<file path="config.mk">
export PLATFORM = sky130hd
export DESIGN_NAME = demux122_stream
export DESIGN_NICKNAME = d
export VERILOG_FILES = /design/src/rtl/demux122_stream.sv
export SDC_FILE = /design/constraint.sdc
export NUM_CORES = 1
export LEC_CHECK = 0
export CELL_PAD_IN_SITES_DETAIL_PLACEMENT = 0
export CELL_PAD_IN_SITES_GLOBAL_PLACEMENT = 1
export CORE_UTILIZATION = 44
export DETAILED_ROUTE_END_ITERATION = 8
export PLACE_DENSITY = 0.8
export REMOVE_ABC_BUFFERS = 1
export SLEW_MARGIN = 10
export SYNTH_ARGS = -nofsm -noshare
export SYNTH_HDL_FRONTEND = slang
export SYNTH_SLANG_ARGS = --single-unit
</file>
<file path="constraint.sdc">
create_clock -name CLK -period 3.2 [get_ports CLK]
set_input_delay 0.64 -clock CLK [delete_from_list [all_inputs] [get_ports CLK]]
set_output_delay 0.64 -clock CLK [all_outputs]
set_load 0.03 [all_outputs]
</file>
<file path="src/rtl/demux122_stream.sv">
// demux122_stream: registered 1-to-2 stream demultiplexer with valid/ready
// handshaking. Each accepted input word is steered by IN_SEL into one of two
// small per-destination FIFOs, so a stalled consumer only blocks new words
// aimed at its own FIFO, never words already queued for the other one.
//
// Optional feature macro: DEMUX_STATS_EN
//   When defined, adds OUT0_XFERS / OUT1_XFERS (16-bit pop counters that
//   reset to 0 and wrap). When undefined, those ports and counters vanish.
module demux122_stream #(
    parameter int WIDTH = 4,
    parameter int DEPTH = 2
) (
    input  logic             CLK,
    input  logic             RST_N,
    input  logic [WIDTH-1:0] IN_DATA,
    input  logic             IN_SEL,
    input  logic             IN_VALID,
    output logic             IN_READY,
    output logic [WIDTH-1:0] OUT0_DATA,
    output logic             OUT0_VALID,
    input  logic             OUT0_READY,
    output logic [WIDTH-1:0] OUT1_DATA,
    output logic             OUT1_VALID,
    input  logic             OUT1_READY
`ifdef DEMUX_STATS_EN
    ,
    output logic [15:0]      OUT0_XFERS,
    output logic [15:0]      OUT1_XFERS
`endif
);

    localparam int PTR_W = $clog2(DEPTH);
    localparam int CNT_W = PTR_W + 1;

    // Per-FIFO state; index 0 feeds OUT0, index 1 feeds OUT1.
    logic [WIDTH-1:0] mem_q    [2][DEPTH];
    logic [WIDTH-1:0] mem_d    [2][DEPTH];
    logic [PTR_W-1:0] wr_ptr_q [2];
    logic [PTR_W-1:0] wr_ptr_d [2];
    logic [PTR_W-1:0] rd_ptr_q [2];
    logic [PTR_W-1:0] rd_ptr_d [2];
    logic [CNT_W-1:0] count_q  [2];
    logic [CNT_W-1:0] count_d  [2];

    // Handshake qualifiers, one bit per FIFO.
    logic [1:0] full;
    logic [1:0] out_valid;
    logic [1:0] out_ready;
    logic [1:0] push_en;
    logic [1:0] pop_en;
    logic       push;

    assign out_ready = {OUT1_READY, OUT0_READY};

    // Status flags come from the registered count only, so a full FIFO being
    // drained this cycle still refuses a new word until the next cycle.
    always_comb begin
        full      = '0;
        out_valid = '0;
        for (int x = 0; x < 2; x++) begin
            full[x]      = (count_q[x] == CNT_W'(DEPTH));
            out_valid[x] = (count_q[x] != '0);
        end
    end

    // Ready depends only on the targeted FIFO, never on IN_VALID, so the
    // producer may retarget IN_SEL while holding a word.
    always_comb begin
        IN_READY = ~full[IN_SEL];
        push     = IN_VALID & IN_READY;
        push_en  = '0;
        pop_en   = '0;
        for (int x = 0; x < 2; x++) begin
            push_en[x] = push & (IN_SEL == 1'(x));
            pop_en[x]  = out_valid[x] & out_ready[x];
        end
    end

    // Next-state for both FIFOs: write at the write pointer on a push,
    // advance the read pointer on a pop, and keep count steady when both
    // happen together. Pointers wrap naturally since DEPTH is a power of 2.
    always_comb begin
        mem_d    = mem_q;
        wr_ptr_d = wr_ptr_q;
        rd_ptr_d = rd_ptr_q;
        count_d  = count_q;
        for (int x = 0; x < 2; x++) begin
            if (push_en[x]) begin
                mem_d[x][wr_ptr_q[x]] = IN_DATA;
                wr_ptr_d[x]           = wr_ptr_q[x] + PTR_W'(1);
            end
            if (pop_en[x]) begin
                rd_ptr_d[x] = rd_ptr_q[x] + PTR_W'(1);
            end
            case ({push_en[x], pop_en[x]})
                2'b10:   count_d[x] = count_q[x] + CNT_W'(1);
                2'b01:   count_d[x] = count_q[x] - CNT_W'(1);
                default: count_d[x] = count_q[x];
            endcase
        end
    end

    // FIFO state registers; reset discards anything in flight.
    always_ff @(posedge CLK or negedge RST_N) begin
        if (!RST_N) begin
            for (int x = 0; x < 2; x++) begin
                wr_ptr_q[x] <= '0;
                rd_ptr_q[x] <= '0;
                count_q[x]  <= '0;
                for (int e = 0; e < DEPTH; e++) begin
                    mem_q[x][e] <= '0;
                end
            end
        end else begin
            mem_q    <= mem_d;
            wr_ptr_q <= wr_ptr_d;
            rd_ptr_q <= rd_ptr_d;
            count_q  <= count_d;
        end
    end

    // Head-of-FIFO outputs; data is forced to zero while a FIFO is empty so
    // stale storage never leaks onto an idle output.
    always_comb begin
        OUT0_VALID = out_valid[0];
        OUT1_VALID = out_valid[1];
        OUT0_DATA  = out_valid[0] ? mem_q[0][rd_ptr_q[0]] : '0;
        OUT1_DATA  = out_valid[1] ? mem_q[1][rd_ptr_q[1]] : '0;
    end

`ifdef DEMUX_STATS_EN
    logic [15:0] xfers_q [2];
    logic [15:0] xfers_d [2];

    // Completed-pop counters, wrapping from 0xFFFF back to 0.
    always_comb begin
        xfers_d = xfers_q;
        for (int x = 0; x < 2; x++) begin
            if (pop_en[x]) begin
                xfers_d[x] = xfers_q[x] + 16'd1;
            end
        end
    end

    // Counter registers; an asynchronous reset wins over a same-cycle pop.
    always_ff @(posedge CLK or negedge RST_N) begin
        if (!RST_N) begin
            xfers_q[0] <= '0;
            xfers_q[1] <= '0;
        end else begin
            xfers_q <= xfers_d;
        end
    end

    assign OUT0_XFERS = xfers_q[0];
    assign OUT1_XFERS = xfers_q[1];
`endif

endmodule

</file>
==> impl_metrics.ini <==
[timing]
hold_viol_final = 0
setup-tns-final_ps = 0
rsz0062_at_grt = false
skew_ps = 5.213
period_share = 0.8514
period_minus_slack_ps = 2724
worst_slew_pin_slew_ps = 409.5
report.final.setup_viol = 0
timing.hold.ws_ps = 515.8
slew_headroom = 0.7255
max_freq_mhz = 367.1
report.final.slew_viol_count = 0

[global_route]
grt_pass1_wl_um = 2973
grt-ovfl-total = 0
grt_pass1_vias = 692
grt_max_degree = 25
antenna_found_initial = 0
grt_usage = 0.1531

[outcome]
status = finished, final reports clean

[floorplan]
initial_utilization = 0.4697
die_h_um = 53.43
rows = 18
die_width_um = 53.43
fp.dieArea_mm2 = 0.002854
core-area_mm2 = 0.002477
io_pins = 21

[drt]
wirelength_um = 1889
postRouteAntennaNets = 0
route.vias.total = 722
first_iter_violations = 2
dr_wl_met3_um = 73
met2_length_um = 906
wl_met1_um = 899
dr.max_layer_used = met4
wire_per_inst_um = 13.03
drc = 0
viasPerCell = 4.979
dr.pass1.iters = 2

[synth]
ys_warn_count = 0
ys_async_sr_fraction = 1.000
netlist.area_leader.share = 0.5161
syn-cell-area_mm2 = 0.001164
ys.flop_type = dfrtp_1
syn_inst = 92
yosysSeqAreaShare = 0.5161
synth_top_area_cell = dfrtp_1
avgSynthCellArea_um2 = 12.65
ys_seq_elements = 24
synth.distinct_cells = 20
synth-edff-count = 0
yosys-top-cells-area = dfrtp_1 (52%), mux2_2 (12%), mux2i_1 (6.9%)

[finish]
fin_nets = 128
final_cell_mix = dfrtp_1 (24), clkdlybuf4s50_1 (20), nor2_1 (13)
area_growth_syn_to_layout_pct = 23.55
fill_cells = 215
antennaDiodeCount = 0
drive_gt1_frac = 0.2261
final_common_cell = dfrtp_1

[critical_path]
cp-start-kind = input pin
crit_fanout = 6
cp.required_ps = 2560
worstSetupPathType = in2out
cp.arrival_ps = 2080
worstSetupEndpointType = primary output

[place]
io_buffer_count = 20
hpwl_um = 1441
routabilityCongestion = 0.6735

[power]
total_power_mw = 1.606
power_density_mw_per_mm2 = 1117
leakage_nw = 0.6390
irDropWorstVdd_uv = 701.6

[clock_tree]
cts_sinks = 24
holdBufCountCts = 0
cts_setup_buffers = 0
clk_latency_ps = 310
cts_tree = done
numCtsBuffers = 3
clk_pin_slew_worst_paths_ps = 120
clk_path_buf_depth = 2
cts_root_buf = clkbuf_4
cts_resized = 0
htree_levels = 1

[worst_hold_path]
min_path_type = reg2reg

[run]
cap_viol_max_count = 0
[layout make-up]
class / count / area, um^2 / area share
inverter: 2 / 7.507 / 0.005222
clock buffer: 4 / 36.28 / 0.02524
sequential: 24 / 600.6 / 0.4178
timing repair buffer: 21 / 207.7 / 0.1445
tap: 30 / 37.54 / 0.02611
multi-input combinational: 64 / 548.0 / 0.3812
[flip-flops by register name, indices dropped and copies added, names as in the netlist]
signal / cells
mem_q: 16
count_q: 4
rd_ptr_q: 2
wr_ptr_q: 2
[stage by stage]
stage	instances	cell area, um^2	setup slack [ps]	util
after floorplan	90	1156	1411	-
after global placement	141	1401	530.5	0.5657
after detailed placement	141	1401	490.3	0.5657
after CTS	145	1438	489.3	0.5803
after global routing	145	1438	442.9	0.5803
final	145	1438	475.6	0.5803
[cell usage after synthesis (2+ instances only)]
library cell	count
xor2_1	4
mux2_4	4
nand2b_1	3
clkbuf_1	2
mux2_2	12
dfrtp_1	24
nor2_1	13
nor3_2	2
xnor2_1	6
ha_1	2
nor2b_1	3
mux2i_1	8
inv_1	2
[final timing paths]
check	start	to	slack, ps	cells past startpoint
max	IN_SEL	IN_READY	480	4
min	count_q[3]	count_q[3]	520	1
max reg2reg	count_q[2]	count_q[3]	1560	5
min reg2reg	count_q[3]	count_q[3]	520	1
max in group asynchronous	RST_N	mem_q[13]	2300	2
min in group asynchronous	RST_N	mem_q[2]	670	2
[power breakdown]
part           internal, mW  switching [mW]  total [mW]  leakage, nW
combinational         0.439           0.421       0.860        0.334
sequential            0.461           0.129       0.590        0.284
clock                0.0694          0.0868       0.156       0.0210
total                 0.969           0.637        1.61        0.639
[critical path, stage by stage]
cell             delay (ps)
clkdlybuf4s50_1         560
nor2_1                   70
a21oi_1                 120
clkdlybuf4s50_1         690
[metal layers]
layer / global-route usage / up-vias
li1: - / 354
met1: 0.1892 / 356
met2: 0.2417 / 10
met3: 0.03161 / 2
met4: 0.09211 / 0
met5: 0 / -
[logic make-up (layout without fill, tap and decap cells)]
| kind of cell | Yosys count | in the layout | share of synthesized area |
|---|---|---|---|
| and+or+nand+nor | 27 | 27 | 0.1333 |
| buffers and inverters | 4 | 27 | 0.01291 |
| xor gates and xnor gates | 10 | 10 | 0.07527 |
| adders and majority gates | 2 | 2 | 0.02150 |
| AOI/OAI and AO/OA | 1 | 1 | 0.004297 |
| muxes | 24 | 24 | 0.2366 |
| DFF | 24 | 24 | 0.5161 |
No activity file was read; power rests on OpenSTA's default activity.
